<file path="config.mk">
export PLATFORM = sky130hd
export DESIGN_NAME = alu_arbiter_flat
export DESIGN_NICKNAME = d
export VERILOG_FILES = /design/src/rtl/alu_ctrl_pkg.sv /design/src/rtl/alu_arbiter_if.sv /design/src/rtl/rr_arbiter2.sv /design/src/rtl/thirtytwoBitALU.sv /design/src/rtl/alu_arbiter.sv /design/src/flat_wrapper.sv
export SDC_FILE = /design/constraint.sdc
export NUM_CORES = 1
export LEC_CHECK = 0
export BUFFER_PORTS_ARGS = -buffer_cell sky130_fd_sc_hd__buf_2
export CAP_MARGIN = 20
export CORE_UTILIZATION = 55
export CTS_CLUSTER_DIAMETER = 60
export DETAILED_ROUTE_END_ITERATION = 10
export PLACE_DENSITY = 0.82
export SKIP_CTS_REPAIR_TIMING = 1
export SLEW_MARGIN = 15
export SYNTH_ARGS = -nofsm -noshare
export SYNTH_HDL_FRONTEND = slang
export SYNTH_SLANG_ARGS = --single-unit
</file>
<file path="constraint.sdc">
create_clock -name clk -period 5 [get_ports clk]
set_input_delay 1.25 -clock clk [delete_from_list [all_inputs] [get_ports clk]]
set_output_delay 1.25 -clock clk [all_outputs]
set_load 0.01 [all_outputs]
</file>
<file path="src/rtl/alu_ctrl_pkg.sv">
// Shared types and constants for the two-requester ALU arbiter.
// Op encodings match the thirtytwoBitALU control field.
package alu_ctrl_pkg;

    localparam int unsigned REQ_N = 2;

    localparam logic [2:0] OP_AND = 3'b000;
    localparam logic [2:0] OP_OR  = 3'b001;
    localparam logic [2:0] OP_ADD = 3'b010;
    localparam logic [2:0] OP_SUB = 3'b110;
    localparam logic [2:0] OP_SLT = 3'b111;

    typedef enum logic [1:0] {
        IDLE,
        EXEC,
        RESP
    } state_t;

endpackage

</file>
<file path="src/rtl/alu_arbiter_if.sv">
// Request/response bundle between two requesters and the ALU arbiter.
// The master side belongs to the requesters; the slave side belongs to the arbiter.
interface alu_arbiter_if;
    import alu_ctrl_pkg::*;

    logic [REQ_N-1:0] req_valid;
    logic [REQ_N-1:0] req_ready;
    logic [31:0]      req_a0;
    logic [31:0]      req_b0;
    logic [31:0]      req_a1;
    logic [31:0]      req_b1;
    logic [2:0]       req_op0;
    logic [2:0]       req_op1;
    logic [REQ_N-1:0] rsp_valid;
    logic [REQ_N-1:0] rsp_ready;
    logic [31:0]      rsp_result;
    logic             rsp_zero;
    logic             rsp_overflow;
    logic             rsp_set;

    modport master (
        output req_valid, req_a0, req_b0, req_a1, req_b1, req_op0, req_op1, rsp_ready,
        input  req_ready, rsp_valid, rsp_result, rsp_zero, rsp_overflow, rsp_set
    );

    modport slave (
        input  req_valid, req_a0, req_b0, req_a1, req_b1, req_op0, req_op1, rsp_ready,
        output req_ready, rsp_valid, rsp_result, rsp_zero, rsp_overflow, rsp_set
    );

endinterface

</file>
<file path="src/rtl/rr_arbiter2.sv">
// Two-way combinational arbiter: a lone requester wins, a tie goes to prio.
module rr_arbiter2 (
    input  logic [1:0] valid,
    input  logic       prio,
    output logic [1:0] grant
);

    always_comb begin
        grant = 2'b00;
        unique case (valid)
            2'b01:   grant = 2'b01;
            2'b10:   grant = 2'b10;
            2'b11:   grant = prio ? 2'b10 : 2'b01;
            default: grant = 2'b00;
        endcase
    end

endmodule

</file>
<file path="src/rtl/thirtytwoBitALU.sv">
// 32-bit ALU: AND, OR, ADD, SUB, signed SLT, with zero/overflow/set flags.
// Unknown op codes produce a zero result with overflow and set cleared.
module thirtytwoBitALU
    import alu_ctrl_pkg::*;
(
    input  logic [31:0] a,
    input  logic [31:0] b,
    input  logic [2:0]  op,
    output logic [31:0] result,
    output logic        zero,
    output logic        overflow,
    output logic        set
);

    logic        sub;
    logic [31:0] b_eff;
    logic [31:0] sum;
    logic        ovf;
    logic        lt;

    always_comb begin
        sub   = (op == OP_SUB) || (op == OP_SLT);
        b_eff = sub ? ~b : b;
        sum   = a + b_eff + {31'b0, sub};
        // Signed overflow of the shared adder; SLT corrects the sign with it.
        ovf   = (a[31] == b_eff[31]) && (sum[31] != a[31]);
        lt    = sum[31] ^ ovf;

        result   = '0;
        overflow = 1'b0;
        set      = 1'b0;
        case (op)
            OP_AND: result = a & b;
            OP_OR:  result = a | b;
            OP_ADD, OP_SUB: begin
                result   = sum;
                overflow = ovf;
            end
            OP_SLT: begin
                result = {31'b0, lt};
                set    = lt;
            end
            default: result = '0;
        endcase
        zero = (result == '0);
    end

endmodule

</file>
<file path="src/rtl/alu_arbiter.sv">
// Shares one thirtytwoBitALU between two valid/ready requesters with round-robin grant.
// Operands are latched on grant; result and flags are registered and held until accepted.
module alu_arbiter
    import alu_ctrl_pkg::*;
#(
    parameter int unsigned CNT_W = 16
) (
    input  logic             clk,
    input  logic             rst_n,
    alu_arbiter_if.slave     bus,
    output logic             busy,
    output logic [CNT_W-1:0] done_cnt0,
    output logic [CNT_W-1:0] done_cnt1
);

    state_t state_q, state_d;

    logic [1:0]       grant;
    logic             gnt_idx;
    logic [31:0]      a_q;
    logic [31:0]      b_q;
    logic [2:0]       op_q;
    logic             owner;
    logic             prio;
    logic [31:0]      rsp_result_q;
    logic             rsp_zero_q;
    logic             rsp_overflow_q;
    logic             rsp_set_q;
    logic [CNT_W-1:0] done_cnt_q [REQ_N];
    logic [REQ_N-1:0] req_ready;
    logic [REQ_N-1:0] rsp_valid;
    logic             rsp_fire;

    logic [31:0] alu_result;
    logic        alu_zero;
    logic        alu_overflow;
    logic        alu_set;

    rr_arbiter2 u_arb (
        .valid (bus.req_valid),
        .prio  (prio),
        .grant (grant)
    );

    thirtytwoBitALU u_alu (
        .a        (a_q),
        .b        (b_q),
        .op       (op_q),
        .result   (alu_result),
        .zero     (alu_zero),
        .overflow (alu_overflow),
        .set      (alu_set)
    );

    assign gnt_idx  = grant[1];
    assign rsp_fire = (state_q == RESP) && bus.rsp_ready[owner];

    always_ff @(posedge clk or negedge rst_n) begin
        if (!rst_n) state_q <= IDLE;
        else        state_q <= state_d;
    end

    always_comb begin
        state_d = state_q;
        unique case (state_q)
            IDLE:    if (grant != 2'b00) state_d = EXEC;
            EXEC:    state_d = RESP;
            RESP:    if (rsp_fire) state_d = IDLE;
            default: state_d = IDLE;
        endcase
    end

    always_comb begin
        req_ready = '0;
        rsp_valid = '0;
        busy      = (state_q != IDLE);
        unique case (state_q)
            IDLE:    req_ready = grant;
            RESP:    rsp_valid[owner] = 1'b1;
            default: ;
        endcase
    end

    always_ff @(posedge clk or negedge rst_n) begin
        if (!rst_n) begin
            a_q            <= '0;
            b_q            <= '0;
            op_q           <= '0;
            owner          <= 1'b0;
            prio           <= 1'b0;
            rsp_result_q   <= '0;
            rsp_zero_q     <= 1'b0;
            rsp_overflow_q <= 1'b0;
            rsp_set_q      <= 1'b0;
            done_cnt_q[0]  <= '0;
            done_cnt_q[1]  <= '0;
        end else begin
            if (state_q == IDLE && grant != 2'b00) begin
                a_q   <= gnt_idx ? bus.req_a1  : bus.req_a0;
                b_q   <= gnt_idx ? bus.req_b1  : bus.req_b0;
                op_q  <= gnt_idx ? bus.req_op1 : bus.req_op0;
                owner <= gnt_idx;
            end
            if (state_q == EXEC) begin
                rsp_result_q   <= alu_result;
                rsp_zero_q     <= alu_zero;
                rsp_overflow_q <= alu_overflow;
                rsp_set_q      <= alu_set;
            end
            // The requester just served drops to lower priority for the next tie.
            if (rsp_fire) begin
                done_cnt_q[owner] <= done_cnt_q[owner] + CNT_W'(1);
                prio              <= ~owner;
            end
        end
    end

    assign bus.req_ready    = req_ready;
    assign bus.rsp_valid    = rsp_valid;
    assign bus.rsp_result   = rsp_result_q;
    assign bus.rsp_zero     = rsp_zero_q;
    assign bus.rsp_overflow = rsp_overflow_q;
    assign bus.rsp_set      = rsp_set_q;
    assign done_cnt0        = done_cnt_q[0];
    assign done_cnt1        = done_cnt_q[1];

endmodule
</file>
<file path="src/flat_wrapper.sv">
// flat-port wrapper written by rule: the top's interface ports become plain ports
module alu_arbiter_flat import alu_ctrl_pkg::*;
#(
    parameter int unsigned CNT_W = 16
)
  (clk, rst_n, busy, done_cnt0, done_cnt1, bus_req_valid, bus_req_a0, bus_req_b0, bus_req_a1, bus_req_b1, bus_req_op0, bus_req_op1, bus_rsp_ready, bus_req_ready, bus_rsp_valid, bus_rsp_result, bus_rsp_zero, bus_rsp_overflow, bus_rsp_set);
  alu_arbiter_if bus_i ();
  input  logic clk;
  input  logic rst_n;
  output logic busy;
  output logic [CNT_W-1:0] done_cnt0;
  output logic [CNT_W-1:0] done_cnt1;
  input wire logic [$bits(bus_i.req_valid)-1:0] bus_req_valid;
  input wire logic [$bits(bus_i.req_a0)-1:0] bus_req_a0;
  input wire logic [$bits(bus_i.req_b0)-1:0] bus_req_b0;
  input wire logic [$bits(bus_i.req_a1)-1:0] bus_req_a1;
  input wire logic [$bits(bus_i.req_b1)-1:0] bus_req_b1;
  input wire logic [$bits(bus_i.req_op0)-1:0] bus_req_op0;
  input wire logic [$bits(bus_i.req_op1)-1:0] bus_req_op1;
  input wire logic [$bits(bus_i.rsp_ready)-1:0] bus_rsp_ready;
  output wire logic [$bits(bus_i.req_ready)-1:0] bus_req_ready;
  output wire logic [$bits(bus_i.rsp_valid)-1:0] bus_rsp_valid;
  output wire logic [$bits(bus_i.rsp_result)-1:0] bus_rsp_result;
  output wire logic [$bits(bus_i.rsp_zero)-1:0] bus_rsp_zero;
  output wire logic [$bits(bus_i.rsp_overflow)-1:0] bus_rsp_overflow;
  output wire logic [$bits(bus_i.rsp_set)-1:0] bus_rsp_set;
  assign bus_i.req_valid = bus_req_valid;
  assign bus_i.req_a0 = bus_req_a0;
  assign bus_i.req_b0 = bus_req_b0;
  assign bus_i.req_a1 = bus_req_a1;
  assign bus_i.req_b1 = bus_req_b1;
  assign bus_i.req_op0 = bus_req_op0;
  assign bus_i.req_op1 = bus_req_op1;
  assign bus_i.rsp_ready = bus_rsp_ready;
  assign bus_req_ready = bus_i.req_ready;
  assign bus_rsp_valid = bus_i.rsp_valid;
  assign bus_rsp_result = bus_i.rsp_result;
  assign bus_rsp_zero = bus_i.rsp_zero;
  assign bus_rsp_overflow = bus_i.rsp_overflow;
  assign bus_rsp_set = bus_i.rsp_set;
  alu_arbiter #(.CNT_W(CNT_W)) u_core (.clk(clk), .rst_n(rst_n), .bus(bus_i), .busy(busy), .done_cnt0(done_cnt0), .done_cnt1(done_cnt1));
endmodule
</file>
# Yosys cells after proc, flatten, opt, wreduce, memory -nomap -nowiden
# Index checks and enable logic that the tools add are counted.
[classes] addsub=3 mul=0 n_div=0 magnitude_cmp=4 n_eq_ne=13 shift=0 muxes=24 n_bitwise=6 reduce_logical=13
[ops] operator="$pmux 32 s4" n=1
[ops] operator="$mux 32" n=3
[ops] operator="$mux 16" n=4
[ops] operator="$add 32x1->32" n=1
[ops] operator="$add 32x32->32" n=1
[ops] operator="$and 32x32->32" n=1
[ops] operator="$bwmux 32" n=1
[ops] operator="$logic_not 32->1" n=1
[ops] operator="$not 32->32" n=1
[ops] operator="$or 32x32->32" n=1
[ops] operator="$add 16x1->16 const B" n=1
[ops] operator="$demux 16 s1" n=1
[ops] operator="$pmux 2 s3" n=2
[ops] operator="$mux 2" n=5
[ops] operator="$eq 2x2->1 const B" n=3
[ops] operator="$eq 3x3->1 const B" n=2
[ops] operator="$logic_and 1x1->1" n=5
[ops] operator="$mux 1" n=5
[ops] operator="$eq 2x1->1 const B" n=2
[ops] operator="$reduce_bool 2->1" n=2
[ops] operator="$eq 3x1->1 const B" n=1
[ops] operator="$eq 3x2->1 const B" n=1
[ops] operator="$logic_not 3->1" n=1
[ops] operator="$mux 3" n=1
[ops] operator="16 further kinds" n=16
[totals] ff_bits=138 latch_bits=0 mem_bits_rw=0 rom_bits=0 output_inout_bits=72 word_cells=75 n_memories=0

# Depth between registers and ports, before layout
# Gate-level depths: netlist (run 1).
[depth] ltp_word=10 mapped_depth=16

# Hierarchy
# From an unflattened synthesis (run 1), not the netlist that was laid out.
[hier_totals] cells_unflattened=1058 area_unflattened_um2=9738.1
[by_module_without_submodules] module="alu_arbiter" instances=1 cells_each=541 area_per_inst_um2=6150.9 seq_area_each_um2=3453.3
[by_module_without_submodules] module="thirtytwoBitALU" instances=1 cells_each=514 area_per_inst_um2=3568.4 seq_area_each_um2=0.0
[by_module_without_submodules] module="rr_arbiter2" instances=1 cells_each=3 area_per_inst_um2=18.8 seq_area_each_um2=0.0

# Least setup slack after synthesis (run 1)
# OpenSTA, ideal clock, no wires.
[synth_path] kind="register -> register" start="register u_core.op_q[1]" end="register u_core.rsp_zero_q, in the netlist u_core.bus.rsp_zero" arrival_ns=3.875 required_ns=4.908 setup_slack_ns=1.033 path_stages_with_launch=17 path_buffers=3 path_cell_list="dfrtp_1 buf_2 nand2_1 buf_1 xnor2_1 ha_1 clkbuf_1 nand4_1 or4_1 a2bb2oi_2 o211ai_1 a21boi_1 o21a_2 maj3_1 a31oi_1 nand4_1 o31ai_2"
[synth_via] elab_chain_len=10 word_cells_on_any_way=16 cone_classes="add/sub: 2; eq/ne: 6; mux: 2; bitwise: 1; reduce/logical: 5"
[synth_lines] element="start: declaration" line="alu_arbiter.sv:22" source="logic [2:0] op_q;"
[synth_lines] element="start signal: assignment" line="alu_arbiter.sv:101" source="op_q <= gnt_idx ? bus.req_op1 : bus.req_op0;"
[synth_lines] element="$eq 3x3->1" line="thirtytwoBitALU.sv:22, thirtytwoBitALU.sv:32"
[synth_lines] element="$logic_or 1x1->1" line="thirtytwoBitALU.sv:22" source="sub = (op == OP_SUB) || (op == OP_SLT);"
[synth_lines] element="$mux 32" line="thirtytwoBitALU.sv:23" source="b_eff = sub ? ~b : b;"
[synth_lines] element="$add 32x32->32" line="thirtytwoBitALU.sv:24" source="sum = a + b_eff + {31'b0, sub};"
[synth_lines] element="$add 32x1->32" line="thirtytwoBitALU.sv:24"
[synth_lines] element="$ne 1x1->1" line="thirtytwoBitALU.sv:26" source="ovf = (a[31] == b_eff[31]) && (sum[31] != a[31]);"
[synth_lines] element="$logic_and 1x1->1" line="thirtytwoBitALU.sv:26"
[synth_lines] element="$xor 1x1->1" line="thirtytwoBitALU.sv:27" source="lt = sum[31] ^ ovf;"
[synth_lines] element="$pmux 32 s4 (*)" line="thirtytwoBitALU.sv:32" source="case (op)"
[synth_lines] element="$logic_not 32->1 (*)" line="thirtytwoBitALU.sv:45" source="zero = (result == '0);"
[synth_lines] element="end signal: assignment" line="alu_arbiter.sv:106" source="rsp_zero_q <= alu_zero;"
[synth_lines] element="end: declaration" line="alu_arbiter.sv:26" source="logic rsp_zero_q;"
# Mark *: on every way between the ends. The rest lies on a longest branch, timed or not.
# A chain may end at the register's enable or synchronous reset.

# Final worst setup path (run 1)
# Same ends and word-level chain as after synthesis.

==> flow_metrics.tcl, run 1 <==
set metrics [dict create \
    clkTransAtPathRegs_ps 60 \
    crit_buf_inv 1 \
    crit_family "compound AO/OA/AOI/OAI gates" \
    syn_inst 1047 \
    yosys.cell_types.count 69 \
    hold_path.class "register to register" \
    critPathArrivalTime_ps 4980 \
    syn_nets 1224 \
    slew_viol_final 0 \
    finalWorstPathRequiredPeriod_ps 4650 \
    crit_required_ps 5330 \
    worstMarginPinSlew_ps 1060 \
    die_w_um 129 \
    worstPathCellList "nand2_1, buf_4, xnor2_1, ha_1, nand2_1, or4_1, a2bb2oi_2, o211ai_1, a21boi_1, o21a_2, maj3_1, a31oi_1, nand4_1, o31ai_2" \
    worstReg2RegEnd "u_core.bus.rsp_zero" \
    via_per_inst 5.99 \
    io_buffers 211 \
    die_area_sq_mm 0.0166 \
    core_area_sq_mm 0.0154 \
    synthFlopType "dfrtp_1" \
    worstSetupStartpoint "u_core.op_q[1]" \
    cts_buffer_depth 2 \
    path_depth 14 \
    regArea_sq_mm 0.00345 \
    grt_pass1_vias 7845 \
    synthArstFlopShare_pct 100 \
    post-route-util_pct 68.9 \
    critPathMaxStageDelay_ps 530 \
    grt_antenna_before_repair 0 \
    yosys-top-cells-area "dfrtp_1 (39%), nor2_1 (8.0%), ha_1 (5.1%), xnor2_1 (5.1%), o22ai_1 (4.9%)" \
    rows 45 \
    drtPass1Iterations 5 \
    relSlewSlack_pct 28.8 \
    drcViolationCount 0 \
    reg2regPathDepth 14 \
    gp_congestion 1.00 \
    antenna_cells 0 \
    grt_setup_unrepaired "no" \
    ys.warnings.count 0 \
    max-cap-violations 0 \
    numCtsBuffers 17 \
    r2r-start "u_core.op_q[1]" \
    die_h_um 129 \
    path_common_cell "nand2_1" \
    cp-start-kind "register" \
    ys_seq_area_share_pct 39.1 \
    critPathKind "register to register" \
    cp-endpoint "u_core.bus.rsp_zero" \
    overflow 0 \
    fin_crit_sh_pct 93.0 \
    syn_to_final_growth_pct 20.5 \
    wl_um 26200 \
    io_pins 212 \
    synth_edf_count 0 \
    post_synth.cell_area_avg_sq_um 8.43 \
    htreeDepth 4 \
    synth_largest_area_cell "dfrtp_1" \
    clock_sinks 138 \
    r2r_slack_ps 350 \
    fin_worst_skew_ps 10.1 \
    synth_top_area_share_pct 39.1 \
    setup_viol 0 \
    syn-cell-area_sq_mm 0.00883 \
    fillers 1311 \
    hold_ws_ps 467 \
    grt_max_degree 103 \
    grt_pass1_wl_um 41600 \
    wl_per_cell_um 18.0 \
    fmax_mhz 215 \
    drtIter0Drc 786 \
    drtAntennaViolNets 0 \
    start_util_pct 57.2 \
    track_usage_pct 32.9 \
    ys_ff_latch 138 \
    drive_gt1_share_pct 22.6 \
    cts_tree "done" \
    cpMaxStageDelayCell "nand2_1" \
    via_count 8710 \
    post-dp-hpwl_um 19600 \
    cts_root_buffer "clkbuf_16" \
    status "completed" \
    cp_max_fo 15 \
    end_kind "register" \
    nets 1406 \
    tns_ps 0 \
    insertion_delay_ps 430 \
    hold_viol_final 0 \
    multiInputGateArea_sq_mm 0.00509 \
]
-- registers in the layout, indices dropped and copies added, names as in the netlist --
signal and cells:
u_core.op_q 3, u_core.bus.rsp_result 32, u_core.bus.rsp_overflow 1, u_core.done_cnt1 16, u_core.done_cnt0 16, u_core.state_q 2
u_core.owner 1, u_core.prio 1, u_core.a_q 32, u_core.bus.rsp_set 1, u_core.bus.rsp_zero 1, u_core.b_q 32
-- cells in the mapped netlist (all sizes together) (10+ instances only) --
cell / count
ha: 36
a31oi: 12
maj3: 23
o22ai: 69
nand4: 14
clkbuf: 54
inv: 13
a21oi: 51
nand3: 22
o21ai: 75
nor2: 189
nand2: 112
a21o: 10
dfrtp: 138
xnor2: 51
xor2: 19
-- worst min-delay path: stages, from the launching register on --
cell and delay, ps:
dfrtp_1 340, nand2_1 50, nand2_1 50
-- placed cells by master, fill, tap and decap left out, types with 10 or more instances in the layout --
cell type and n:
nand3_1 20, nand2_1 112, a21o_1 10, ha_1 36
dfrtp_1 138, a31oi_1 12, a21oi_1 51, inv_1 13
maj3_1 21, buf_2 210, nand4_1 14, nor2_1 188
o21ai_0 75, buf_4 15, clkbuf_16 17, xnor2_1 51
o22ai_1 69, xor2_1 19
-- how the worst min path moves through the flow --
stage                                   from                        to  slack (ps)  depth (start not counted)
global route        u_core.bus.rsp_result[7]  u_core.bus.rsp_result[7]         500                          2
finish              u_core.bus.rsp_result[2]  u_core.bus.rsp_result[2]         470                          2
global placement    u_core.bus.rsp_result[7]  u_core.bus.rsp_result[7]         450                          2
CTS                 u_core.bus.rsp_result[2]  u_core.bus.rsp_result[2]         470                          2
floorplan                        u_core.prio               u_core.prio         480                          2
detailed placement  u_core.bus.rsp_result[2]  u_core.bus.rsp_result[2]         460                          2
-- area by class of cell --
type | count | share of cell area [%]
clock inverters | 12 | 1.32
inverters | 13 | 0.459
clock buffers | 20 | 4.30
repair buffers | 226 | 11.0
well taps | 211 | 2.48
flip-flops and latches | 138 | 32.5
multi-input cells | 833 | 47.9
-- metal layers --
metal / routed length [um] / track usage (%) / vias up
met3: 2380 / 6.53 / 28
li1: - / - / 4124
met4: 426 / 9.41 / 0
met1: 11800 / 48.0 / 4128
met5: 0 / 0 / -
met2: 11600 / 49.5 / 430
-- cell families (layout without fill, tap and decap cells) --
family | Yosys count | in the layout | share of synthesized area, %
AO/OA/AOI/OAI | 289 | 289 | 20.9
XOR/XNOR | 71 | 71 | 7.20
adder cells (fa/ha/maj) | 60 | 60 | 7.97
buffers and inverters | 76 | 271 | 3.35
flip-flops | 138 | 138 | 39.1
multiplexers | 15 | 15 | 1.79
AND/OR/NAND/NOR | 398 | 398 | 19.7
-- through the flow --
step                instances  worst slack (ps)  area (sq um)
floorplan                1047              1030          8830
global placement         1421               617         10000
detailed placement       1421               470         10000
CTS                      1453               397         10600
global route             1453              2.90         10600
finish                   1453               352         10600
Power of run 1 is not shown: default switching activity piles up to over one toggle a cycle in this logic, so the estimate is an artifact.
==> inputs of run 2 (changes only) <==
- CTS_BUF_LIST: default -> sky130_fd_sc_hd__clkbuf_16
==> run 2 against run 1 <==
Sequential share of layout area grew 0.061 points; highest routed layer unchanged; critical path depth unchanged; first-iteration DRC count grew 11%; wire length about the same; count of clock-buffer cells in the layout fell by 3; flip-flop and latch count is the same.
==> flow_metrics.tcl, run 2 (synthesized netlist as in run 1, its figures left out) <==
set metrics [dict create \
    status "completed" \
    io_buffers 211 \
    worstPathCellList "nand2_1, buf_4, xnor2_1, ha_1, nand2_1, or4_1, a2bb2oi_2, o211ai_1, a21boi_1, o21a_2, maj3_1, a31oi_1, nand4_1, o31ai_2" \
    drcViolationCount 0 \
    cts_buffer_depth 2 \
    rows 45 \
    die_area_sq_mm 0.0166 \
    path_common_cell "nand2_1" \
    cts_root_buffer "clkbuf_16" \
    critPathArrivalTime_ps 5000 \
    grt_max_degree 103 \
    drtPass1Iterations 5 \
    fin_crit_sh_pct 93.4 \
    clkTransAtPathRegs_ps 60 \
    grt_pass1_vias 7836 \
    fmax_mhz 214 \
    crit_required_ps 5330 \
    grt_setup_unrepaired "no" \
    syn_to_final_growth_pct 20.2 \
    die_h_um 129 \
    crit_family "compound AO/OA/AOI/OAI gates" \
    die_w_um 129 \
    grt_pass1_wl_um 41600 \
    slew_viol_final 0 \
    track_usage_pct 32.9 \
    worstHoldStart "u_core.bus.rsp_result[2]" \
    drtIter0Drc 871 \
    worstSetupStartpoint "u_core.op_q[1]" \
    overflow 0 \
    fin_worst_skew_ps 9.98 \
    via_count 8694 \
    max-cap-violations 0 \
    hold_viol_final 0 \
    cp_max_fo 15 \
    fillers 1319 \
    drive_gt1_share_pct 22.5 \
    r2r-start "u_core.op_q[1]" \
    layout_common_cells "buf_2 (210), nor2_1 (188), dfrtp_1 (138)" \
    numCtsBuffers 17 \
    cpMaxStageDelayCell "nand2_1" \
    drtAntennaViolNets 0 \
    relSlewSlack_pct 28.0 \
    nets 1406 \
    io_pins 212 \
    setup_viol 0 \
    wl_um 26200 \
    end_kind "register" \
    start_util_pct 57.2 \
    tns_ps 0 \
    mostFrequentLayoutCell "buf_2" \
    cp-start-kind "register" \
    gp_congestion 1.00 \
    via_per_inst 5.98 \
    cts_tree "done" \
    hold_path.class "register to register" \
    crit_buf_inv 1 \
    critPathMaxStageDelay_ps 530 \
    clock_sinks 138 \
    insertion_delay_ps 430 \
    post-dp-hpwl_um 19600 \
    finalWorstPathRequiredPeriod_ps 4670 \
    htreeDepth 4 \
    critPathKind "register to register" \
    wl_per_cell_um 18.0 \
    antenna_cells 0 \
    grt_antenna_before_repair 0 \
    worstMarginPinSlew_ps 1080 \
    core_area_sq_mm 0.0154 \
]
-- run 2: per-layer routing --
layer / wire length (um) / part of all wire (%) / up-vias / global-route usage [%]
met5: 0 / 0 / - / 0
met3: 2460 / 9.4 / 38 / 6.40
met2: 11500 / 44 / 422 / 49.5
li1: - / - / 4121 / -
met4: 489 / 1.9 / 0 / 9.41
met1: 11800 / 45 / 4113 / 48.0
-- run 2: area by class of cell --
type | instances | area, sq um | share of cell area, %
multi-input combinational | 833 | 5090 | 48.0
sequential | 138 | 3450 | 32.5
timing repair buffer | 226 | 1170 | 11.1
clock buffer | 17 | 425 | 4.01
tap | 211 | 264 | 2.49
clock inverter | 15 | 151 | 1.43
inverter | 13 | 48.8 | 0.460
-- run 2: worst register-to-register path, cell delays in order (launching register included) --
cell and delay (ps):
dfrtp_1 460, nand2_1 530, buf_4 370, xnor2_1 140, ha_1 380, nand2_1 130
or4_1 530, a2bb2oi_2 180, o211ai_1 330, a21boi_1 200, o21a_2 290, maj3_1 380
a31oi_1 310, nand4_1 160, o31ai_2 200
-- run 2: stage by stage --
step / area [sq um] / setup slack (ps) / hold slack [ps] / instances / utilization, %
floorplan: 8830 / 1030 / 480 / 1047 / -
global placement: 10000 / 617 / 453 / 1421 / 65.1
detailed placement: 10000 / 470 / 459 / 1421 / 65.1
CTS: 10600 / 397 / 474 / 1453 / 68.8
global route: 10600 / 2.78 / 500 / 1453 / 68.8
finish: 10600 / 329 / 467 / 1453 / 68.8
-- run 2: worst paths after layout --
path,to,depth (start not counted),slack (ps)
hold / removal,u_core.bus.rsp_result[2],2,470
max in group asynchronous,u_core.bus.rsp_result[27],2,3060
setup reg to reg,u_core.bus.rsp_zero,14,330
min in group asynchronous,u_core.b_q[0],1,920
hold reg to reg,u_core.bus.rsp_result[2],2,470
setup / recovery,u_core.bus.rsp_zero,14,330
Power of run 2 is left out for the same reason.
